$ cat src/rtl/direct_mapped_cache.sv
// Eight-line direct-mapped, write-through cache sitting between the CPU datapath and Main_Memory.
// Read hits are served locally; read misses fill the indexed line, writes always go through to memory.
module direct_mapped_cache #(
    parameter int LINES = 8,
    parameter int AW    = 13,
    parameter int DW    = 13
) (
    input  logic          clk,
    input  logic          reset,
    input  logic [AW-1:0] cpu_address,
    input  logic [DW-1:0] cpu_dataIn,
    input  logic          cpu_read,
    input  logic          cpu_write,
    input  logic          cpu_instruction,
    output logic [DW-1:0] cpu_dataOut,
    output logic          cpu_done,
    output logic [AW-1:0] mem_address,
    output logic [DW-1:0] mem_dataIn,
    input  logic [DW-1:0] mem_dataOut,
    output logic          mem_write,
    output logic          mem_read,
    output logic          mem_instruction,
    input  logic          mem_done,
    output logic [7:0]    hit_count,
    output logic [7:0]    miss_count
);

    localparam int IW = $clog2(LINES);
    localparam int TW = AW - IW;

    localparam logic [1:0] S_IDLE    = 2'd0;
    localparam logic [1:0] S_MISS_RD = 2'd1;
    localparam logic [1:0] S_WR      = 2'd2;
    localparam logic [1:0] S_RESP    = 2'd3;

    logic [1:0]    state_q, state_d;
    logic [DW-1:0] cpu_dataOut_q, cpu_dataOut_d;
    logic          cpu_done_q, cpu_done_d;
    logic [AW-1:0] mem_address_q, mem_address_d;
    logic [DW-1:0] mem_dataIn_q, mem_dataIn_d;
    logic          mem_instruction_q, mem_instruction_d;
    logic          mem_read_q, mem_read_d;
    logic          mem_write_q, mem_write_d;
    logic [7:0]    hit_q, hit_d;
    logic [7:0]    miss_q, miss_d;

    logic [LINES-1:0] valid_q;
    logic [TW-1:0]    tag_q  [LINES];
    logic [DW-1:0]    data_q [LINES];

    logic [IW-1:0] req_idx;
    logic [TW-1:0] req_tag;
    logic          req_hit;
    logic [IW-1:0] lat_idx;
    logic [TW-1:0] lat_tag;
    logic          lat_hit;
    logic          fill_en;
    logic          upd_en;
    logic [LINES-1:0] fill_line;
    logic [LINES-1:0] upd_line;

    assign req_idx = cpu_address[IW-1:0];
    assign req_tag = cpu_address[AW-1:IW];
    assign req_hit = valid_q[req_idx] && (tag_q[req_idx] == req_tag);

    // The write-hit test uses the latched address: the line cannot change while WR is outstanding.
    assign lat_idx = mem_address_q[IW-1:0];
    assign lat_tag = mem_address_q[AW-1:IW];
    assign lat_hit = valid_q[lat_idx] && (tag_q[lat_idx] == lat_tag);

    assign fill_en = (state_q == S_MISS_RD) && mem_done;
    assign upd_en  = (state_q == S_WR) && mem_done && lat_hit;

    genvar gi;
    generate
        for (gi = 0; gi < LINES; gi++) begin : g_line_en
            assign fill_line[gi] = fill_en && (lat_idx == IW'(gi));
            assign upd_line[gi]  = upd_en  && (lat_idx == IW'(gi));
        end
    endgenerate

    always_ff @(posedge clk or negedge reset) begin
        if (!reset) begin
            valid_q <= '0;
            for (int i = 0; i < LINES; i++) begin
                tag_q[i]  <= '0;
                data_q[i] <= '0;
            end
        end else begin
            for (int i = 0; i < LINES; i++) begin
                if (fill_line[i]) begin
                    valid_q[i] <= 1'b1;
                    tag_q[i]   <= lat_tag;
                    data_q[i]  <= mem_dataOut;
                end else if (upd_line[i]) begin
                    data_q[i]  <= mem_dataIn_q;
                end
            end
        end
    end

    always_comb begin
        state_d           = state_q;
        cpu_dataOut_d     = cpu_dataOut_q;
        cpu_done_d        = 1'b0;
        mem_address_d     = mem_address_q;
        mem_dataIn_d      = mem_dataIn_q;
        mem_instruction_d = mem_instruction_q;
        mem_read_d        = mem_read_q;
        mem_write_d       = mem_write_q;
        hit_d             = hit_q;
        miss_d            = miss_q;
        case (state_q)
            S_IDLE: begin
                if (cpu_write || cpu_read) begin
                    mem_address_d     = cpu_address;
                    mem_dataIn_d      = cpu_dataIn;
                    mem_instruction_d = cpu_instruction;
                    if (cpu_write) begin
                        state_d     = S_WR;
                        mem_write_d = 1'b1;
                    end else if (req_hit) begin
                        state_d       = S_RESP;
                        cpu_done_d    = 1'b1;
                        cpu_dataOut_d = data_q[req_idx];
                        if (hit_q != 8'hFF) hit_d = hit_q + 8'd1;
                    end else begin
                        state_d    = S_MISS_RD;
                        mem_read_d = 1'b1;
                        if (miss_q != 8'hFF) miss_d = miss_q + 8'd1;
                    end
                end
            end
            S_MISS_RD: begin
                if (mem_done) begin
                    state_d       = S_RESP;
                    mem_read_d    = 1'b0;
                    cpu_dataOut_d = mem_dataOut;
                    cpu_done_d    = 1'b1;
                end
            end
            S_WR: begin
                if (mem_done) begin
                    state_d     = S_RESP;
                    mem_write_d = 1'b0;
                    cpu_done_d  = 1'b1;
                end
            end
            S_RESP: begin
                state_d = S_IDLE;
            end
            default: begin
                state_d = S_IDLE;
            end
        endcase
    end

    always_ff @(posedge clk or negedge reset) begin
        if (!reset) begin
            state_q           <= S_IDLE;
            cpu_dataOut_q     <= '0;
            cpu_done_q        <= 1'b0;
            mem_address_q     <= '0;
            mem_dataIn_q      <= '0;
            mem_instruction_q <= 1'b0;
            mem_read_q        <= 1'b0;
            mem_write_q       <= 1'b0;
            hit_q             <= '0;
            miss_q            <= '0;
        end else begin
            state_q           <= state_d;
            cpu_dataOut_q     <= cpu_dataOut_d;
            cpu_done_q        <= cpu_done_d;
            mem_address_q     <= mem_address_d;
            mem_dataIn_q      <= mem_dataIn_d;
            mem_instruction_q <= mem_instruction_d;
            mem_read_q        <= mem_read_d;
            mem_write_q       <= mem_write_d;
            hit_q             <= hit_d;
            miss_q            <= miss_d;
        end
    end

    assign cpu_dataOut     = cpu_dataOut_q;
    assign cpu_done        = cpu_done_q;
    assign mem_address     = mem_address_q;
    assign mem_dataIn      = mem_dataIn_q;
    assign mem_instruction = mem_instruction_q;
    assign mem_read        = mem_read_q;
    assign mem_write       = mem_write_q;
    assign hit_count       = hit_q;
    assign miss_count      = miss_q;

endmodule

$ cat config.mk
export PLATFORM = sky130hd
export DESIGN_NAME = direct_mapped_cache
export DESIGN_NICKNAME = d
export VERILOG_FILES = /design/src/rtl/direct_mapped_cache.sv
export SDC_FILE = /design/constraint.sdc
export NUM_CORES = 1
export LEC_CHECK = 0
export ABC_AREA = 0
export CAP_MARGIN = 25
export CORE_AREA = 2 2 166 168
export CTS_CLUSTER_DIAMETER = 100
export DETAILED_ROUTE_END_ITERATION = 7
export DIE_AREA = 0 0 168 170
export PLACE_DENSITY = 0.74
export RECOVER_POWER = 100
export SYNTH_ARGS = -nofsm -noshare
export SYNTH_HDL_FRONTEND = slang
export SYNTH_SLANG_ARGS = --single-unit
$ cat constraint.sdc
create_clock -name clk -period 8.8 [get_ports clk]
set_input_delay 1.32 -clock clk [delete_from_list [all_inputs] [get_ports clk]]
set_output_delay 1.32 -clock clk [all_outputs]
set_load 0.005 [all_outputs]
==> impl_metrics.sql <==
INSERT INTO impl_metrics (metric_group, metric, value, unit) VALUES
('global_route', 'pin_count_of_the_biggest_net_entering_global_routing', '136', ''),
('logic_synthesis', 'post_synthesis_cell_type_count', '54', ''),
('routing', 'avgRoutedWirePerCell', '22.89', 'µm'),
('global_route', 'grt_pass1_wl', '68.63', 'mm'),
('run_status', 'failing_checks', 'max-capacitance violations, max-slew violations', ''),
('global_route', 'antenna_violations_before_repair', '0', ''),
('routing', 'routed-via-count', '12594', ''),
('placed_design', 'port-buffer-count', '103', ''),
('logic_synthesis', 'synth_mux_area_share', '15.59', '%'),
('floorplanning', 'floorplan.initialDensity', '54.82', '%'),
('placed_design', 'post_dp_cell_area', '0.01557', 'mm²'),
('setup_path', 'critPathLaunchType', 'flop', ''),
('logic_synthesis', 'yosys.area_share.simple', '24.11', '%'),
('timing', 'slew_headroom', '-137.8', '%'),
('logic_synthesis', 'post_synth_fa_ha_maj_area_fraction', '0.5138', '%'),
('logic_synthesis', 'edff_count_synth', '0', ''),
('floorplanning', 'top_level_ports', '104', ''),
('routing', 'drt_drc_violations_left', '0', ''),
('timing', 'finalSetupViolCount', '0', ''),
('logic_synthesis', 'count_leader_synth', 'sky130_fd_sc_hd__nand2_1', ''),
('clock_network', 'maximum_clock_insertion_buffer_count', '3', ''),
('layout', 'layout-area-overhead-vs-synth', '14.00', '%'),
('clock_network', 'postCtsSetupBuffers', '0', ''),
('timing', 'worst_clock_skew', '9.128', 'ps'),
('logic_synthesis', 'mappedNetlistArea', '0.01461', 'mm²'),
('logic_synthesis', 'synth_area_leaders', 'sky130_fd_sc_hd__dfrtp_1 43%, sky130_fd_sc_hd__nand2_1 12%, sky130_fd_sc_hd__mux4_2 8.6%', ''),
('global_route', 'grtUsageTotal', '30.39', '%'),
('setup_path', 'crit_required', '9270', 'ps'),
('logic_synthesis', 'compound_gate_portion_of_the_synthesized_area', '9.446', '%'),
('clock_network', 'cts_sinks', '253', ''),
('logic_synthesis', 'synth_top_cell_by_area', 'sky130_fd_sc_hd__dfrtp_1', ''),
('placed_design', 'routabilityCongestion', '0.8567', ''),
('logic_synthesis', 'synthTopCellsByCount', '461 x sky130_fd_sc_hd__nand2_1, 253 x sky130_fd_sc_hd__dfrtp_1, 110 x sky130_fd_sc_hd__clkbuf_1', ''),
('logic_synthesis', 'async_reset_ff_share', '100.0', '%'),
('routing', 'route.detailed.vias_per_inst', '6.632', ''),
('layout', 'fin_nets', '1588', ''),
('pwr', 'total_leakage_power', '7.538', 'nW'),
('logic_synthesis', 'mean_instance_size_in_the_synthesized_netlist', '9.396', 'µm²'),
('clock_network', 'cts_made_buffers', '29', ''),
('routing', 'drt_iter0_drc', '1331', ''),
('clock_network', 'clkTransAtPathRegs', '70', 'ps'),
('timing', 'min_tclk_post_route', '5955', 'ps'),
('flow_run', 'cap_viol_max_count', '7', ''),
('timing', 'hold_violations', '0', ''),
('routing', 'drt_pre_antenna_iters', '5', ''),
('run_status', 'status', 'complete, but fails checks', ''),
('timing', 'post-route-period-util', '67.66', '%'),
('clock_network', 'cts_root_buf', 'sky130_fd_sc_hd__clkbuf_16', ''),
('logic_synthesis', 'synth_top_cell_area_share', '43.33', '%'),
('logic_synthesis', 'yosysWarnings', '0', ''),
('pwr', 'p_per_area', '353.5', 'mW/mm²'),
('setup_path', 'worst_setup_path_end_kind', 'flop', ''),
('logic_synthesis', 'netlist_instances', '1555', ''),
('setup_path', 'arrival_time_worst_endpoint', '6420', 'ps'),
('clock_network', 'cts_resized', '0', ''),
('pwr', 'ir_worst_vdd', '0.0003019', 'V'),
('timing', 'worst_pin_slew', '3567', 'ps'),
('setup_path', 'worst-setup-path-type', 'reg2reg', ''),
('logic_synthesis', 'synth_sequential_area_ratio', '43.33', '%'),
('clock_network', 'clock_tree_from_tritoncts', 'done', ''),
('timing', 'fmax', '0.1679', 'GHz'),
('logic_synthesis', 'synth_xor_area_share', '1.559', '%'),
('floorplanning', 'core.rowCount', '60', ''),
('placed_design', 'pre_cts_ws', '4060', 'ps'),
('global_route', 'first_global_vias', '12121', ''),
('logic_synthesis', 'largest_family_of_logic_cells_by_synthesized_area', 'simple AND/OR/NAND/NOR gates', ''),
('timing', 'timing_max_transition_violations_final', '293', ''),
('routing', 'routed_wl', '43.47', 'mm'),
('layout', 'stdcell_area', '0.01666', 'mm²'),
('min_path', 'timing.hold.worst.class', 'reg2reg', ''),
('global_route', 'globalRouteOverflowTotal', '0', '');
==> kinds of logic (layout without fill, tap and decap cells) <==
group,count (synthesis),count (layout)
AOI/OAI and AO/OA,183,183
xor gates and xnor gates,26,26
adders and majority gates,6,6
buffers and inverters,183,186
DFF,253,253
muxes,150,150
and+or+nand+nor,754,754
==> final timing paths <==
kind,slack (ps),to,cells past startpoint,start
max,2850,data_q[68],10,mem_address[0]
min,480,cpu_dataOut[5],1,cpu_dataOut[5]
max reg2reg,2850,data_q[68],10,mem_address[0]
min reg2reg,480,cpu_dataOut[5],1,cpu_dataOut[5]
max in group asynchronous,4000,data_q[24],2,reset
min in group asynchronous,900,tag_q[56],1,reset
==> routing by layer <==
layer,GRT usage (%),vias to the layer above,wire (µm)
met1,41.61,6168,16900
li1,-,5597,-
met5,0,-,0
met4,12.59,0,1670
met3,3.930,120,3945
met2,49.44,709,20960
==> where the power goes <==
part	leakage [nW]	total [mW]	internal, mW	switching (mW)
logic	3.73	2.34	1.03	1.31
clock network	0.537	1.40	0.897	0.504
registers	3.27	2.15	1.65	0.496
total	7.54	5.89	3.58	2.31
==> layout make-up <==
class                           instances  area (µm²)
Sequential cell                       253        6332
Fill cell                            2103        9995
Multi-Input combinational cell       1119        7530
Inverter                                8       30.03
Clock inverter                         16       310.3
Tap cell                              341       426.7
Clock buffer                           36       792.0
Timing Repair Buffer                  126        1235
==> sequential cells by signal, summed over array words and instances, names as in the netlist <==
register	count
data_q	104
tag_q	80
cpu_dataOut	13
mem_address	13
mem_dataIn	13
hit_count	8
miss_count	8
valid_q	8
state_q	2
cpu_done	1
mem_instruction	1
mem_read	1
mem_write	1
==> critical path: stages, from the launching register on <==
cell	delay (ps)
sky130_fd_sc_hd__dfrtp_1	320
sky130_fd_sc_hd__clkbuf_1	1020
sky130_fd_sc_hd__nand3b_1	980
sky130_fd_sc_hd__o22ai_1	500
sky130_fd_sc_hd__nor4_1	80
sky130_fd_sc_hd__nor4_1	610
sky130_fd_sc_hd__nand4_4	740
sky130_fd_sc_hd__clkbuf_1	500
sky130_fd_sc_hd__buf_16	330
sky130_fd_sc_hd__or4_1	580
sky130_fd_sc_hd__nand3_1	100
==> cells in the final DEF, fill, tap and decap left out, drive strengths merged, types with 7 or more instances in the layout <==
cell / count
o311ai: 92
and3: 18
nand2: 461
o22ai: 10
nand3: 103
clkbuf: 45
clkdlybuf4s50: 40
dfrtp: 253
o31ai: 14
bufinv: 9
a21oi: 16
inv: 8
xnor2: 13
or4: 92
dlygate4sd3: 59
buf: 18
nand4: 7
mux4: 56
nor2: 30
mux2i: 33
nand2b: 14
o21ai: 23
a31oi: 13
mux2: 61
xor2: 13
==> through the flow <==
step / cells / power, mW / utilization (%) / hold slack, ps
final: 1899 / 5.888 / 62.50 / 483.2
after detailed placement: 1845 / 4.469 / 58.42 / 469.1
after floorplan: 1555 / 3.640 / - / 446.1
after CTS: 1897 / 5.879 / 62.55 / 493.2
after global routing: 1899 / 6.233 / 62.50 / 508.5
after global placement: 1842 / 4.347 / 58.14 / 466.2
Power figures use the tool's default switching activity.
